`config.mk`:
```
export PLATFORM = sky130hd
export DESIGN_NAME = forward_hazard_unit
export DESIGN_NICKNAME = d
export VERILOG_FILES = /design/src/rtl/fwd_pkg.sv /design/src/rtl/fwd_port_match.sv /design/src/rtl/forward_hazard_unit.sv
export SDC_FILE = /design/constraint.sdc
export NUM_CORES = 1
export LEC_CHECK = 0
export ABC_AREA = 1
export CAP_MARGIN = 20
export CORE_UTILIZATION = 43
export DETAILED_ROUTE_END_ITERATION = 10
export PLACE_DENSITY = 0.74
export SLEW_MARGIN = 20
export SYNTH_ARGS = -nofsm -noshare
export SYNTH_HDL_FRONTEND = slang
export SYNTH_SLANG_ARGS = --single-unit
```
`constraint.sdc`:
```
create_clock -name Clk -period 4.6 [get_ports Clk]
set_clock_uncertainty 0.05 [all_clocks]
set_input_delay 1.15 -clock Clk [delete_from_list [all_inputs] [get_ports Clk]]
set_output_delay 1.15 -clock Clk [all_outputs]
set_load 0.02 [all_outputs]
```
`src/rtl/fwd_pkg.sv`:
```
// fwd_pkg: shared constants and table entry type for the forwarding/hazard unit
package fwd_pkg;
  localparam int SEL_SRC_REGFILE = 0;
  localparam int STAGE_EX = 0;
  localparam int STAGE_MEM = 1;
  localparam int STAGE_WB = 2;
  localparam int TAG_W = 16;
  localparam int READY_W = 8;
  typedef struct packed {
    logic valid;
    logic [TAG_W-1:0] dest;
    logic [READY_W-1:0] ready;
  } fwd_entry_t;
endpackage

```
`src/rtl/fwd_port_match.sv`:
```
// fwd_port_match: youngest-match search of one source port over the matchable table entries
module fwd_port_match
  import fwd_pkg::*;
#(
  parameter int DEPTH = 3,
  parameter int ADDR_W = 5,
  parameter int SEL_W = 2
) (
  input  fwd_entry_t [DEPTH-2:0] tbl,
  input  logic [ADDR_W-1:0]      src,
  input  logic                   used,
  output logic                   match,
  output logic [SEL_W-1:0]       idx,
  output logic [READY_W-1:0]     ready
);
  always_comb begin
    match = 1'b0;
    idx = '0;
    ready = '0;
    for (int j = DEPTH - 2; j >= 0; j--)
      if (used && tbl[j].valid && tbl[j].dest != '0 && tbl[j].dest == TAG_W'(src)) begin
        match = 1'b1;
        idx = SEL_W'(j);
        ready = tbl[j].ready;
      end
  end
endmodule

```
`src/rtl/forward_hazard_unit.sv`:
```
// forward_hazard_unit: in-flight write table driving registered EX forwarding selects and ID load-use stall
module forward_hazard_unit
  import fwd_pkg::*;
#(
  parameter int NUM_PORTS = 2,
  parameter int ADDR_W = 5,
  parameter int DEPTH = 3,
  parameter int ALU_READY = 1,
  parameter int LOAD_READY = 2,
  parameter int CNT_W = 16,
  localparam int SEL_W = $clog2(DEPTH)
) (
  input  logic                          Clk,
  input  logic                          Rst_n,
  input  logic                          ID_Valid,
  input  logic [NUM_PORTS*ADDR_W-1:0]   ID_SrcReg,
  input  logic [NUM_PORTS-1:0]          ID_SrcUsed,
  input  logic [ADDR_W-1:0]             ID_DestReg,
  input  logic                          ID_RegWrite,
  input  logic                          ID_IsLoad,
  input  logic                          Flush,
  input  logic                          Freeze,
  output logic                          Stall,
  output logic [NUM_PORTS*SEL_W-1:0]    EX_FwdSel,
  output logic                          EX_Valid,
  output logic [CNT_W-1:0]              StallCount
);
  fwd_entry_t [DEPTH-1:0] tbl;
  logic [NUM_PORTS-1:0] match;
  logic [NUM_PORTS-1:0] late;
  logic [SEL_W-1:0] idx [NUM_PORTS];
  logic [READY_W-1:0] rdy [NUM_PORTS];
  logic [NUM_PORTS*SEL_W-1:0] next_sel;
  logic issue;
  genvar p;
  for (p = 0; p < NUM_PORTS; p++) begin : g_port
    fwd_port_match #(.DEPTH(DEPTH), .ADDR_W(ADDR_W), .SEL_W(SEL_W)) u_match (
      .tbl(tbl[DEPTH-2:0]),
      .src(ID_SrcReg[p*ADDR_W +: ADDR_W]),
      .used(ID_SrcUsed[p]),
      .match(match[p]),
      .idx(idx[p]),
      .ready(rdy[p])
    );
    assign late[p] = match[p] && (READY_W'(idx[p]) + READY_W'(1) < rdy[p]);
    assign next_sel[p*SEL_W +: SEL_W] = match[p] ? idx[p] + SEL_W'(1) : SEL_W'(SEL_SRC_REGFILE);
  end
  assign Stall = ID_Valid && !Flush && |late;
  assign issue = ID_Valid && !Stall && !Flush;
  always_ff @(posedge Clk) begin
    if (!Rst_n) begin
      tbl <= '0;
      EX_FwdSel <= '0;
      EX_Valid <= 1'b0;
      StallCount <= '0;
    end else if (!Freeze) begin
      tbl <= {tbl[DEPTH-2:0], fwd_entry_t'{
        valid: issue && ID_RegWrite && ID_DestReg != '0,
        dest: TAG_W'(ID_DestReg),
        ready: ID_IsLoad ? READY_W'(LOAD_READY) : READY_W'(ALU_READY)}};
      EX_FwdSel <= issue ? next_sel : '0;
      EX_Valid <= issue;
      StallCount <= StallCount + CNT_W'(Stall && !(&StallCount));
    end
  end
endmodule

```
== After elaboration in Yosys (flattened, before gate mapping) ==
Cells that the tools add are included.

* Mux-type cells: 16
* Add/sub/neg operators: 5
* Order comparisons: 2
* Reduce and logical (&&, ||, !) cells: 29
* Equal/unequal tests: 4

{| class="wikitable"
|+ Operator list
! kind !! count
|-
| $mux 8 || 4
|-
| $reduce_bool 16->1 || 2
|-
| $logic_and 1x1->1 || 21
|-
| $eq 5x5->1 || 4
|-
| $add 16x1->16 || 1
|-
| $lt 3x8->1 || 2
|-
| $reduce_and 16->1 || 1
|-
| $mux 1 || 8
|-
| $add 2x1->3 const B || 2
|-
| $mux 2 || 3
|-
| $reduce_bool 5->1 || 1
|-
| $add 2x1->2 const B || 2
|-
| $mux 4 || 1
|-
| $logic_not 1->1 || 3
|-
| $reduce_or 2->1 || 1
|}

* Output and inout bits: 22
* Flip-flop bits (word level): 49
* Input port bits: 24

== Depth between registers and ports, before layout ==
* Depth in word-level cells: 15
* Depth in mapped cells: 28
* Mapped depth without buffers: 28

== Hierarchy ==
From an unflattened synthesis, not the netlist that was laid out.

* Cells, all modules: 484
* Area, all modules: 2805.2 um^2

{| class="wikitable"
|+ By module, submodules not included
! module !! instances !! seq. area each (um^2) !! area an instance (um^2) !! cells each
|-
| forward_hazard_unit || 1 || 740.7 || 1786.7 || 258
|-
| fwd_port_match || 2 || 0.0 || 509.2 || 113
|}

== Worst setup path before layout ==
Ideal clock, no wire load.

* Path kind: input port to flip-flop
* Start point: in ID_SrcReg[1]
* End point: reg StallCount[14]
* Required time: 4.480 ns
* Data arrival time: 3.710 ns
* Setup time: 0.070 ns
* Stages on the path: 28
* Setup slack: 0.771 ns
* Cell sequence: inv_1 -> nand2_1 -> o21ai_0 -> nor2_1 -> nand2_1 -> nor2_2 -> nand2_1 -> inv_1 -> a22o_1 -> inv_1 -> ha_1 -> nand2_1 -> nand2_2 -> nand2_1 -> nand2_1 -> a21oi_1 -> ha_1 -> ha_1 -> inv_1 -> nor3_2 -> inv_2 -> nor2_4 -> nand3_2 -> nor2_2 -> nand3_2 -> nor2_2 -> o21ai_1 -> a21oi_1

* Word-level cells in the longest chain between the ends: 11

{| class="wikitable"
|+ Ends and longest elaborated chain
! item !! RTL line !! text
|-
| from (decl) || forward_hazard_unit.sv:16 || <nowiki>input logic [NUM_PORTS*ADDR_W-1:0] ID_SrcReg,</nowiki>
|-
| $eq 5x5->1 || fwd_port_match.sv:21 || <nowiki>if (used && tbl[j].valid && tbl[j].dest != '0 && tbl[j].dest == TAG_W'(src)) begin</nowiki>
|-
| $logic_and 1x1->1 || fwd_port_match.sv:21 ||
|-
| $mux 1 (2 in series) || fwd_port_match.sv:21 ||
|-
| $add 2x1->3 || forward_hazard_unit.sv:45 || <nowiki>assign late[p] = match[p] && (READY_W'(idx[p]) + READY_W'(1) < rdy[p]);</nowiki>
|-
| $lt 3x8->1 || forward_hazard_unit.sv:45 ||
|-
| $logic_and 1x1->1 (*) || forward_hazard_unit.sv:45 ||
|-
| $reduce_or 2->1 (*) || forward_hazard_unit.sv:48 || <nowiki>assign Stall = ID_Valid && !Flush && |late;</nowiki>
|-
| $logic_and 1x1->1 (*) || forward_hazard_unit.sv:48 ||
|-
| $logic_and 1x1->1 (*) || forward_hazard_unit.sv:63 || <nowiki>StallCount <= StallCount + CNT_W'(Stall && !(&StallCount));</nowiki>
|-
| $add 16x1->16 (*) || forward_hazard_unit.sv:63 ||
|-
| to (signal assigned) || forward_hazard_unit.sv:63 ||
|-
| to (decl) || forward_hazard_unit.sv:26 || <nowiki>output logic [CNT_W-1:0] StallCount</nowiki>
|}

Every way passes the cells marked *; elsewhere a longest branch is shown, timed or not.
A chain may end at the register's enable or synchronous reset.

== Worst setup path in the final report ==
* Start point: in ID_SrcUsed[0]
* End point: reg StallCount[14]

* Word-level cells in the longest chain between the ends: 12

{| class="wikitable"
|+ Ends and longest elaborated chain
! item !! RTL line !! text
|-
| from (decl) || forward_hazard_unit.sv:17 || <nowiki>input logic [NUM_PORTS-1:0] ID_SrcUsed,</nowiki>
|-
| $logic_and 1x1->1 (3 in series) || fwd_port_match.sv:21 ||
|-
| $mux 1 (2 in series) || fwd_port_match.sv:21 ||
|-
| $add 2x1->3 || forward_hazard_unit.sv:45 ||
|-
| $lt 3x8->1 || forward_hazard_unit.sv:45 ||
|-
| $logic_and 1x1->1 (*) || forward_hazard_unit.sv:45 ||
|-
| $reduce_or 2->1 (*) || forward_hazard_unit.sv:48 ||
|-
| $logic_and 1x1->1 (*) || forward_hazard_unit.sv:48 ||
|-
| $logic_and 1x1->1 (*) || forward_hazard_unit.sv:63 ||
|-
| $add 16x1->16 (*) || forward_hazard_unit.sv:63 ||
|}

Marked as above.

==> results.toml <==
[worst_hold_path]
min_to = "StallCount[13]$_SDFFE_PN0N_"
min_path_cells = 2
min_path_type = "register to register"
hold_start = "StallCount[13]$_SDFFE_PN0N_"

[detailed_routing]
vias = 2300
dr.pass1.iters = 4
vias_per_cell = 4.96
wl_um = 5180
drt-initial-drc-count = 241
drc = 0
wl_per_cell_um = 11.2
ant_nets = 0

[finish]
layout-drive-gt1-share_pct = 14.6
final_cells = 464
antenna_cells = 0
final_nets = 425
syn_to_final_growth_pct = 37.7

[clock_network]
cts_tree = "done"
cts_sinks = 37
cts_max_level = 2
cts_hold_buf = 0
clk_pin_slew_ns = 0.06
clockBufferDepth = 2
clk_latency_ns = 0.29
cts_root_buf = "clkbuf_8"
cts_inserted_buffers = 5

[global_route]
track_usage_pct = 21.5
grt_max_degree = 31
grt_pass1_wl_um = 8830
grt_pass1_vias = 2080
overflow = 0
antenna_found_initial = 0

[die]
rows = 25
initial_core_util_pct = 44.8
dieArea_um2 = 5200
die_y_um = 72.1
ios = 46
fp.dieW_um = 72.1
core_um2 = 4720

[worst_setup_path]
worstRegToRegCells = 28
reg2reg_to = "StallCount[14]$_SDFFE_PN0N_"
cp_data_arrival_time_ns = 4.54
slowest_stage = "clkdlybuf4s50_1"
critPathMaxStageDelay_ns = 0.48
crit_path_frequent_cell = "nand2_1"
reg2reg_from = "tbl[11]$_SDFFE_PN0N_"
critical_path_required_ns = 4.77
worstSetupPathType = "primary input to register"
reg2reg_slack_ns = 1.11
cp-start-kind = "primary input"
end_kind = "register"
crit_path_max_fanout = 3

[synth]
synthFlopType = "dfxtp_1"
avgSynthCellArea_um2 = 6.37
syn_nets = 360
synth-seq-cells = 37
synth_area_um2 = 2120
synth_edf_count = 0
async_flop_share_pct = 0
ys_warn_count = 0
ys_types = 32
yosysSeqAreaShare_pct = 35.0
syn_inst = 332

[power]
power.switching_mw = 0.178
pwr_density_cell_nw_per_um2 = 230
ir_worst_vdd_v = 0.000176
p_sw_share_pct = 26.5
share_comb_of_total_power_pct = 14.4
p_leak_nw = 1.28
sequentialPowerShare_pct = 50.9
internal_power_mw = 0.493
clockPowerShare_pct = 34.7

[timing]
setup_viol = 0
fin_crit_ns = 4.37
slew_headroom_pct = 63.6
maxSlewViolCount = 0
period_share_pct = 94.9
final_hold_viol_count = 0
whs_ns = 0.406
fmax_ghz = 0.229
tightest_slew_ns = 0.541

[placed_design]
placed_cells = 454
routabilityCongestion = 0.884
dp_hpwl_um = 3870
portBuffers = 45

[flow_run]
cap_violations = 0

[outcome]
status = "finished clean"
## kinds of logic (layout without fill, tap and decap cells)
| kind of cell | count (synthesis) | in the layout | synth area share, % |
|---|---|---|---|
| AOI/OAI and AO/OA | 68 | 68 | 16.9 |
| xor gates and xnor gates | 4 | 4 | 1.66 |
| adders and majority gates | 4 | 4 | 2.37 |
| buffers and inverters | 61 | 126 | 11.3 |
| DFF | 37 | 37 | 35.0 |
| and+or+nand+nor | 158 | 158 | 32.8 |
## worst max-delay path, delay by kind of cell
kind,cells,cell delay (ns)
AO/OA/AOI/OAI,5,0.55
adder cells (fa/ha/maj),3,0.55
buffers and inverters,6,0.84
AND/OR/NAND/NOR,15,1.46
## stage by stage
stage	total power, mW	setup WS [ns]	utilization, %	cell area (um^2)	TNS [ns]
after floorplan	0.403	0.771	-	2120	0
after global placement	0.441	-0.177	58.1	2740	-0.267
after detailed placement	0.443	-0.237	58.1	2740	-0.706
after CTS	0.675	0.0207	59.9	2830	0
after global routing	0.707	-0.0299	61.7	2910	-0.0299
final	0.670	0.234	61.7	2910	0
## how the worst max path moves through the flow
stage | startpoint | endpoint
2_1_floorplan | ID_SrcReg[1] | StallCount[14]$_SDFFE_PN0N_
3_3_place_gp | ID_SrcUsed[0] | Stall
3_5_place_dp | ID_SrcReg[7] | Stall
4_1_cts | ID_SrcReg[7] | Stall
5_1_grt | ID_SrcReg[7] | StallCount[14]$_SDFFE_PN0N_
6_report | ID_SrcUsed[0] | StallCount[14]$_SDFFE_PN0N_
## timing repair
item,CTS,global route
endpoints found under the setup margin,1,10
cloned,0,0
hold endpoints to repair,0,0
pin swaps,0,13
setup buffers,0,3
gates resized for setup,1,24
## synth_stat cells (2+ instances only)
cell type	count	area [um^2]
dfxtp_1	37	741
a21oi_1	35	175
nand4_2	2	25.0
nor2_2	5	31.3
nand4_1	9	56.3
clkbuf_1	4	15.0
nand3_1	9	45.0
o21ai_0	27	135
xnor2_1	3	26.3
nand3_2	2	20.0
nand2_1	88	330
inv_2	3	11.3
nor4_1	2	12.5
nor2_1	36	135
inv_1	50	188
ha_1	4	50.1
## state kept, by name, indices dropped and copies added (netlist names)
name	cells
EX_Valid	1
StallCount	16
EX_FwdSel	4
tbl	16
## layout by cell type, fill, tap and decap left out, types with 4 or more instances in the layout
master           Yosys  layout
o21ai_0             27      26
nand2_2              1       6
nor2_4               1       4
clkbuf_8             0       6
dfxtp_1             37      37
nor2_2               5       4
inv_2                3       6
clkdlybuf4s50_1      0      41
nor2_1              36      34
nand3_1              9       9
a21oi_1             35      33
buf_4                0      20
nand4_1              9       9
nand2_1             88      83
inv_1               50      47
## power groups by stage
stage / logic [mW] / registers, mW / clock network (mW)
5_1_grt: 0.110 / 0.343 / 0.254
2_1_floorplan: 0.0559 / 0.347 / 0
4_1_cts: 0.0960 / 0.341 / 0.239
3_5_place_dp: 0.0947 / 0.348 / 0
3_3_place_gp: 0.0931 / 0.348 / 0
6_report: 0.0968 / 0.341 / 0.232
## routing by layer
| metal | share of wire [%] | global-route usage (%) |
|---|---|---|
| met1 | 44 | 25.5 |
| met2 | 48 | 38.1 |
| met3 | 6.8 | 5.14 |
| met4 | 1.3 | 6.97 |
| met5 | 0 | 0 |
## area by class of cell
| class | count | area (um^2) |
|---|---|---|
| fillers | 438 | 1810 |
| multi-input cells | 234 | 1190 |
| flip-flops and latches | 37 | 741 |
| repair buffers | 65 | 603 |
| inverters | 54 | 204 |
| clock buffers | 7 | 86.3 |
| well taps | 67 | 83.8 |
(Power assumes the default switching activity.)
